`config.mk`:
```
export PLATFORM = sky130hd
export DESIGN_NAME = bus_arbiter
export DESIGN_NICKNAME = d
export VERILOG_FILES = /design/src/rtl/bus_pkg.sv /design/src/rtl/bus_arbiter_hold_timer.sv /design/src/rtl/bus_arbiter.sv
export SDC_FILE = /design/constraint.sdc
export NUM_CORES = 1
export LEC_CHECK = 0
export CAP_MARGIN = 20
export CORE_AREA = 8 8 50 52
export DETAILED_ROUTE_END_ITERATION = 10
export DIE_AREA = 0 0 58 60
export PLACE_DENSITY = 0.71
export SYNTH_ARGS = -nofsm -noshare
export SYNTH_HDL_FRONTEND = slang
export SYNTH_SLANG_ARGS = --single-unit
```
`constraint.sdc`:
```
create_clock -name clk -period 3 [get_ports clk]
set_input_delay 0.6 -clock clk [delete_from_list [all_inputs] [get_ports clk]]
set_output_delay 0.6 -clock clk [all_outputs]
set_load 0.01 [all_outputs]
```
`src/rtl/bus_pkg.sv`:
```
// Shared encodings for the two-master serial bus arbiter.
package bus_pkg;

   // Arbiter FSM state codes; these also drive the board LEDs.
   typedef enum logic [2:0] {
      IDLE   = 3'd0,
      GNT_M1 = 3'd1,
      GNT_M2 = 3'd2
   } arb_state_t;

   // Master identifiers used for split ownership.
   typedef logic [1:0] master_t;
   localparam master_t NONE = 2'd0;
   localparam master_t M1   = 2'd1;
   localparam master_t M2   = 2'd2;

   // Default hold limit and a counter width that satisfies 2^TW > TIMEOUT.
   localparam int TIMEOUT_DEFAULT = 64;
   localparam int TW_DEFAULT      = 7;

endpackage

```
`src/rtl/bus_arbiter_hold_timer.sv`:
```
// Hold timer: counts consecutive granted cycles and flags the last allowed one.
module hold_timer
   import bus_pkg::*;
#(
   parameter int TIMEOUT = TIMEOUT_DEFAULT,
   parameter int TW      = TW_DEFAULT      // must satisfy 2^TW > TIMEOUT
) (
   input  logic clk,
   input  logic reset,
   input  logic clear,
   input  logic enable,
   output logic expired
);

   localparam logic [TW-1:0] LAST = TW'(TIMEOUT - 1);

   logic [TW-1:0] count;

   // Count granted cycles; clear has priority so every grant starts from zero.
   always_ff @(posedge clk) begin
      // NOTE: non-blocking assignments for all registered state so every flop
      // samples pre-edge values regardless of block ordering.
      if (reset || clear) begin
         count <= '0;
      end else if (enable) begin
         count <= count + TW'(1);
      end
   end

   // The current granted cycle is the TIMEOUT-th one.
   assign expired = enable && (count == LAST);

endmodule

```
`src/rtl/bus_arbiter.sv`:
```
// Two-master fixed-priority (M1 > M2) bus arbiter with one outstanding split
// transaction and a hold timer that reclaims a bus a master fails to release.
module bus_arbiter
   import bus_pkg::*;
#(
   parameter int TIMEOUT = TIMEOUT_DEFAULT,
   parameter int TW      = TW_DEFAULT
) (
   input  logic       clk,
   input  logic       reset,
   input  logic       m1_req,
   input  logic       m2_req,
   input  logic       m1_done,
   input  logic       m2_done,
   input  logic       split,
   input  logic       split_ready,
   output logic       m1_grant,
   output logic       m2_grant,
   output logic       split_allow,
   output logic       bus_busy,
   output logic       timeout_err,
   output logic [2:0] arbiter_state
);

   arb_state_t state,       state_nxt;
   logic       split_pend,  split_pend_nxt;
   master_t    split_owner, split_owner_nxt;
   logic       rdy_q,       rdy_q_nxt;
   logic       timeout_err_nxt;
   logic       expired;
   logic       own_done;
   master_t    own_id;

   hold_timer #(
      .TIMEOUT (TIMEOUT),
      .TW      (TW)
   ) u_hold_timer (
      .clk     (clk),
      .reset   (reset),
      .clear   (~bus_busy),
      .enable  (bus_busy),
      .expired (expired)
   );

   // Identify the current bus owner and whether it is releasing this cycle.
   always_comb begin
      own_done = 1'b0;
      own_id   = NONE;
      if (state == GNT_M1) begin
         own_done = m1_done;
         own_id   = M1;
      end else if (state == GNT_M2) begin
         own_done = m2_done;
         own_id   = M2;
      end
   end

   // Next-state arbitration plus split bookkeeping and timeout detection.
   always_comb begin
      // NOTE: every signal driven here gets a default first, so no path can
      // leave one unassigned and infer a latch.
      state_nxt       = state;
      split_pend_nxt  = split_pend;
      split_owner_nxt = split_owner;
      rdy_q_nxt       = rdy_q;
      timeout_err_nxt = 1'b0;

      // A resume notice only means something while a split is outstanding.
      if (split_pend && split_ready) begin
         rdy_q_nxt = 1'b1;
      end

      case (state)
         IDLE: begin
            if (split_pend && rdy_q) begin
               if (split_owner == M1) state_nxt = GNT_M1;
               else                   state_nxt = GNT_M2;
               split_pend_nxt  = 1'b0;
               split_owner_nxt = NONE;
               rdy_q_nxt       = 1'b0;
            end else if (m1_req && (split_owner != M1)) begin
               state_nxt = GNT_M1;
            end else if (m2_req && (split_owner != M2)) begin
               state_nxt = GNT_M2;
            end
         end

         GNT_M1, GNT_M2: begin
            // Release beats split, split beats timeout.
            if (own_done) begin
               state_nxt = IDLE;
            end else if (split && !split_pend) begin
               state_nxt       = IDLE;
               split_pend_nxt  = 1'b1;
               split_owner_nxt = own_id;
            end else if (expired) begin
               state_nxt       = IDLE;
               timeout_err_nxt = 1'b1;
            end
         end

         // Codes 3..7 recover to IDLE.
         default: state_nxt = IDLE;
      endcase
   end

   // State and bookkeeping registers with synchronous reset.
   always_ff @(posedge clk) begin
      if (reset) begin
         state       <= IDLE;
         split_pend  <= 1'b0;
         split_owner <= NONE;
         rdy_q       <= 1'b0;
         timeout_err <= 1'b0;
      end else begin
         state       <= state_nxt;
         split_pend  <= split_pend_nxt;
         split_owner <= split_owner_nxt;
         rdy_q       <= rdy_q_nxt;
         timeout_err <= timeout_err_nxt;
      end
   end

   assign m1_grant      = (state == GNT_M1);
   assign m2_grant      = (state == GNT_M2);
   assign bus_busy      = m1_grant | m2_grant;
   assign split_allow   = ~split_pend;
   assign arbiter_state = state;

endmodule

```
* Yosys cells after proc, flatten, opt, wreduce, memory -nomap -nowiden
Cells that the tools add are included.
** Storage, ports and cells
- Flip-flop bits (word level) :: 15
- Output and inout port bits :: 8
- Word-level logic and storage cells :: 60
** Cells by class
- Add/sub/neg operators :: 1
- Multiplexer cells :: 24
- Reduce and logical (&&, ||, !) cells :: 14
- Equality and inequality tests :: 11
- Bitwise operators :: 4
** Operator list (number)
- 2-to-1 mux 3 bit :: 6
- 2-to-1 mux 2 bit :: 6
- 2-to-1 mux 1 bit :: 9
- inequality test 2 bit (second input constant) :: 4
- inequality test 4 bit (second input constant) :: 2
- adder 7 x 1 -> 7 bit (second input constant) :: 1
- equality test 7 x 6 -> 1 bit (second input constant) :: 1
- logical AND 1 bit :: 6
- case mux 3 bit (2 select lines) :: 1
- case mux 2 bit (2 select lines) :: 1
- AND reduction 4 bit :: 1
- OR reduction 4 bit :: 1
- equality test 3 x 1 -> 1 bit (second input constant) :: 1
- equality test 3 x 2 -> 1 bit (second input constant) :: 1
- logical NOT 3 bit :: 1
- NOT 1 bit :: 3
- equality test 2 x 1 -> 1 bit (second input constant) :: 1
- inequality test 2 x 1 -> 1 bit (second input constant) :: 1
- case mux 1 bit (2 select lines) :: 1
- AND reduction 2 bit :: 1
- nonzero test 2 bit :: 1
- OR reduction 2 bit :: 1
- logical NOT 1 bit :: 1
- logical OR 1 bit :: 1
- bitwise OR 1 bit :: 1

* Longest topological paths before layout
- Word-level depth :: 7
- Depth in mapped cells :: 6

* By module
A second synthesis with hierarchy kept.
** Second synthesis, totals
- Cells, all modules :: 93
- Area, all modules :: 824.5 um^2
** Modules (own cells, without submodules)
- bus_arbiter :: area an instance 514.2 um^2, cells each 59, seq. area each 140.1 um^2, times used 1
- hold_timer :: area an instance 310.3 um^2, cells each 34, seq. area each 140.1 um^2, times used 1

* Worst setup path after synthesis
No wires, ideal clock.
- Path kind :: register to register
- From :: register state[0] (netlist: arbiter_state[0])
- To :: register state[1] (netlist: arbiter_state[1])
- Buffers on the path :: 0
- Slack :: 1.047 ns
- Arrival :: 1.832 ns
- Data required time :: 2.879 ns
- Stages on the path, launching flop included :: 7
- Library setup time :: 0.121 ns
- Clock period less this slack :: 1.953 ns
- Cell sequence :: dfxtp_1 -> inv_1 -> ha_1 -> nand3_1 -> or3_4 -> a32oi_4 -> mux2_4
** Between the ends
- Cells in the longest elaborated chain, start to end :: 5
** Ends and longest elaborated chain
- start, declared :: line bus_arbiter.sv:25 : arb_state_t state, state_nxt;
- start signal, assigned :: line bus_arbiter.sv:116 : state <= state_nxt;
- equality test 3 x 1 -> 1 bit or equality test 3 x 2 -> 1 bit (tied branches) :: line bus_arbiter.sv:124, bus_arbiter.sv:125
- bitwise OR 1 bit * :: line bus_arbiter.sv:126 : assign bus_busy = m1_grant | m2_grant;
- via bus_busy :: line bus_arbiter.sv:20 : output logic bus_busy,
- logical AND 1 bit * :: line bus_arbiter_hold_timer.sv:31 : assign expired = enable && (count == LAST);
- inequality test 4 bit (no line) *
- AND reduction 2 bit (no line) *
The timed path passes the listed nets; every way through them passes the cells marked *.
A chain may end at the register's enable or synchronous reset.

* Worst setup path after layout
- From :: register state[1] (netlist: arbiter_state[1])
- To :: output port bus_busy
** Between the ends
- Cells in the longest elaborated chain, start to end :: 2
** Ends and longest elaborated chain (line)
- equality test 3 x 1 -> 1 bit or equality test 3 x 2 -> 1 bit (tied branches) :: bus_arbiter.sv:124, bus_arbiter.sv:125
- bitwise OR 1 bit * :: bus_arbiter.sv:126
- end, declared :: bus_arbiter.sv:20
Mark *: on every way between the ends. The rest lies on a longest branch, timed or not.

==> summary by stage <==
Run status
The run finished with clean final reports.

Clock network
In this run the number of H-tree levels came out at 1. After clock tree synthesis, the clock-pin slew on the worst setup and hold paths is 70 ps. TritonCTS built the clock tree.

TritonCTS created 3 clock buffers. The insertion delay to the later sink of the worst-skew pair is 270 ps. The post-CTS setup repair buffer count is 0. The longest clock path from root to sink contains 2 buffers. The tree is rooted in a clkbuf_4. After clock tree synthesis, the flow added hold-fix buffers numbering 0. Clock tree synthesis found a total of 14 sinks. The quantity of gates resized following cts is 0.

Critical path
The worst register-to-register path begins at arbiter_state[1]. The capture point of the worst reg-to-reg path is arbiter_state[1]. The worst setup path is of the reg2out kind. The worst-path maximum fanout is 6. The cell at the slowest stage of the critical path is clkdlybuf4s50_1.

The signal arrival time at the worst endpoint is 1780 ps. The worst setup path is launched from a flop. The reg2reg setup slack is 970 ps. The dominant delay contributor by cell family on the critical path is buffers and inverters.

The critical path runs through a total of 3 cells. On the worst path, the slowest cell contributes a delay of 590 ps. Walking the worst path, the cells encountered are inv_1 > ha_1 > clkdlybuf4s50_1. The worst register-to-register path has a depth of 6. The number of buffers and inverters on the critical path is 2.

STA puts the critical path data required time at 2400 ps. The type of destination of the critical path is an output pin.

Place
The half-perimeter wire length after placement is 1.121 mm. The congestion estimate from routability-driven global placement came to 0.7279. The number of input and output port buffers inserted is 14.

Timing
Clock skew on the completed layout was measured at 3.173 ps. The number of failing hold endpoints at the final stage was 0. Setup repair after global routing left no endpoint under its margin. Summed over all failing endpoints, the final setup total negative slack is 0 ps. The max-slew violation total from the final report is 0. The maximum operating frequency is 420.5 MHz.

The worst path needs 2378 ps of the cycle, external delays included. The worst hold margin is 448.0 ps. Setup violations remaining at the end of the flow were counted as 0. The final critical path takes up 79.27% of the cycle.

Yosys
The post-synthesis sequential element count is 14. The Yosys step of the flow raised 0 warnings. The per-instance average area after synthesis is 9.457 um2. The post-synthesis net count is 90.

The area fraction of the dominant cell type after synthesis is 38.49%. The synthesized netlist occupies a cell area of 728.2 um2. The sequential element share of the synthesized area is 38.49%. The library cell occupying the most area in the post-synthesis netlist is dfxtp_1. The count of cell types in the netlist is 31. After synthesis, the cell types taking the most area are dfxtp_1, ha_1, mux2i_1, nor2_1, nand2b_1. Synthesis produced a netlist whose cell count is 77.

Detailed routing
The detailed router finished its first iteration with 6 violations. For this block, the routed nets add up to 1.406 mm of wire. In the routed layout, each cell is associated on average with a via count of 5.082. The count of nets left with antenna violations once routing finished came out at 0. In the routed design, unresolved DRC markers number 0. The first detailed-routing pass ran for 2 iterations. The via count is 559. The final routed wire length divided by cell count is 12.78 um.

Power and ir drop
Per report_power, the combinational group accounts for 29.9% of the total. The part of the total power dissipated in the clock network is 23.1%. The worst IR drop on VDD is 0.2409 mV.

The switching component of the power is 0.0001238 W. The internal power of the cells totals 0.0003111 W. Power spread over the standard cell area amounts to 482.1 nW/um2. The share of power burned in registers is 47.0%.

For this design the static power due to leakage is 0.3483 nW. In this run switching power makes up 28.46% of total power.

Final layout
The proportion of layout cells with a drive suffix above 1 is 9.783%. The filler cells instantiated in the layout total 179. Compared with the post-synthesis result, the final layout area differs by 23.88%. In the layout the commonest cells are dfxtp_1, clkdlybuf4s50_1, nor2_1. The final antenna diode count is 0. The net count of the finished layout is 107.

Run
The tool flagged a number of max-cap violations equal to 0.

Die
The floorplan step defined a die boundary enclosing 3480 um2. Measured along the y axis, the die boundary spans 60 um. For this configuration, the core starts out at a cell density of 40.42%. The core region is 1802 um2. The die is 58 um wide.

In this run the core area contains 16 standard-cell rows. Pin placement for this block handled 16 I/O pins.

Global route
The global-route congestion overflow total is 0. The initial antenna violation count was 0. The number of global-route vias before repair is 543.

The first global-routing pass estimated 2.352 mm of wire. The overall track demand over capacity in global routing is 8.848%. Entering global routing, the biggest net connects 10 pins.

Hold path
The class of the tightest hold or removal check is reg2reg. Counting instances, the worst hold path has a depth of 1. The startpoint of the lowest-slack hold path is u_hold_timer.count[0]. The capture endpoint of the worst hold path is u_hold_timer.count[0].
==> synthesized netlist by cell type, drive strengths merged <==
master  number
a211oi       1
a21bo        1
a21boi       1
a21oi        3
a22oi        1
a31oi        1
a32oi        1
and3         1
and4b        1
buf          1
clkbuf       1
conb         1
dfxtp       14
ha           5
inv          4
mux2         1
mux2i        4
nand2        5
nand2b       5
nand3        2
nand3b       1
nand4        1
nor2        10
nor2b        2
nor3b        2
o21ai        2
or3          2
xnor2        1
xor2         2
==> kinds of logic (layout without fill, tap and decap cells) <==
kind of cell    count (synthesis)  in the layout  share of synthesized area (%)
xor+xnor                        3              3                          3.609
simple gates                   32             32                          25.09
flops                          14             14                          38.49
buf+inv                         6             21                          3.608
fa+ha+maj                       5              5                          8.591
mux                             5              5                          7.560
compound gates                 11             11                          12.54
other cells                     1              1                         0.5150
==> routing by layer <==
layer | global-route usage, % | up-vias | share of wire, %
met3 | 2.796 | 5 | 5.8
li1 | - | 291 | -
met2 | 16.56 | 13 | 48
met5 | 0 | - | 0
met1 | 8.241 | 250 | 44
met4 | 5.245 | 0 | 2.1
==> worst register-to-register path, stage by stage (launching register included) <==
cell and delay [ps]:
dfxtp_1 400, inv_1 100, ha_1 420, nand3_1 120, or3_4 370, a32oi_4 200, mux2_4 320
==> metrics by stage <==
step                      setup slack (ps)  total power (W)  util (%)  instances  instance area (um2)
after floorplan                       1047        0.0002884         -         77                728.2
after global placement               941.5        0.0003381     48.82        107                879.6
after detailed placement             919.9        0.0003401     48.82        107                879.6
after CTS                            606.7        0.0004414     50.07        110                902.1
after global routing                 557.3        0.0004585     50.07        110                902.1
final                                622.0        0.0004349     50.07        110                902.1
==> worst max path at each step <==
stage	startpoint	to	slack (ps)
2_1_floorplan	arbiter_state[0]	arbiter_state[1]	1050
3_5_place_dp	arbiter_state[0]	bus_busy	920
6_report	arbiter_state[1]	bus_busy	620
5_1_grt	arbiter_state[0]	bus_busy	560
4_1_cts	arbiter_state[0]	bus_busy	610
3_3_place_gp	arbiter_state[0]	bus_busy	940
==> power groups by stage <==
stage | Combinational, W | Sequential [W] | Clock, W
2_1_floorplan | 0.0000793 | 0.000209 | 0
3_3_place_gp | 0.000130 | 0.000209 | 0
3_5_place_dp | 0.000131 | 0.000209 | 0
4_1_cts | 0.000133 | 0.000204 | 0.000104
5_1_grt | 0.000144 | 0.000206 | 0.000108
6_report | 0.000130 | 0.000204 | 0.000100
==> flip-flops by register name, indices dropped and copies added (netlist names) <==
| signal | cells |
|---|---|
| u_hold_timer.count | 7 |
| split_owner | 2 |
| split_pend | 1 |
| rdy_q | 1 |
| arbiter_state | 2 |
| timeout_err | 1 |
==> layout make-up <==
type | count | area (um2) | area share [%]
Multi-Input combinational cell | 57 | 421.7 | 46.74
Inverter | 4 | 15.01 | 1.664
Timing Repair Buffer | 14 | 140.1 | 15.53
Sequential cell | 14 | 280.3 | 31.07
Clock buffer | 3 | 22.52 | 2.497
Tap cell | 18 | 22.52 | 2.497
Power figures use the tool's default switching activity.
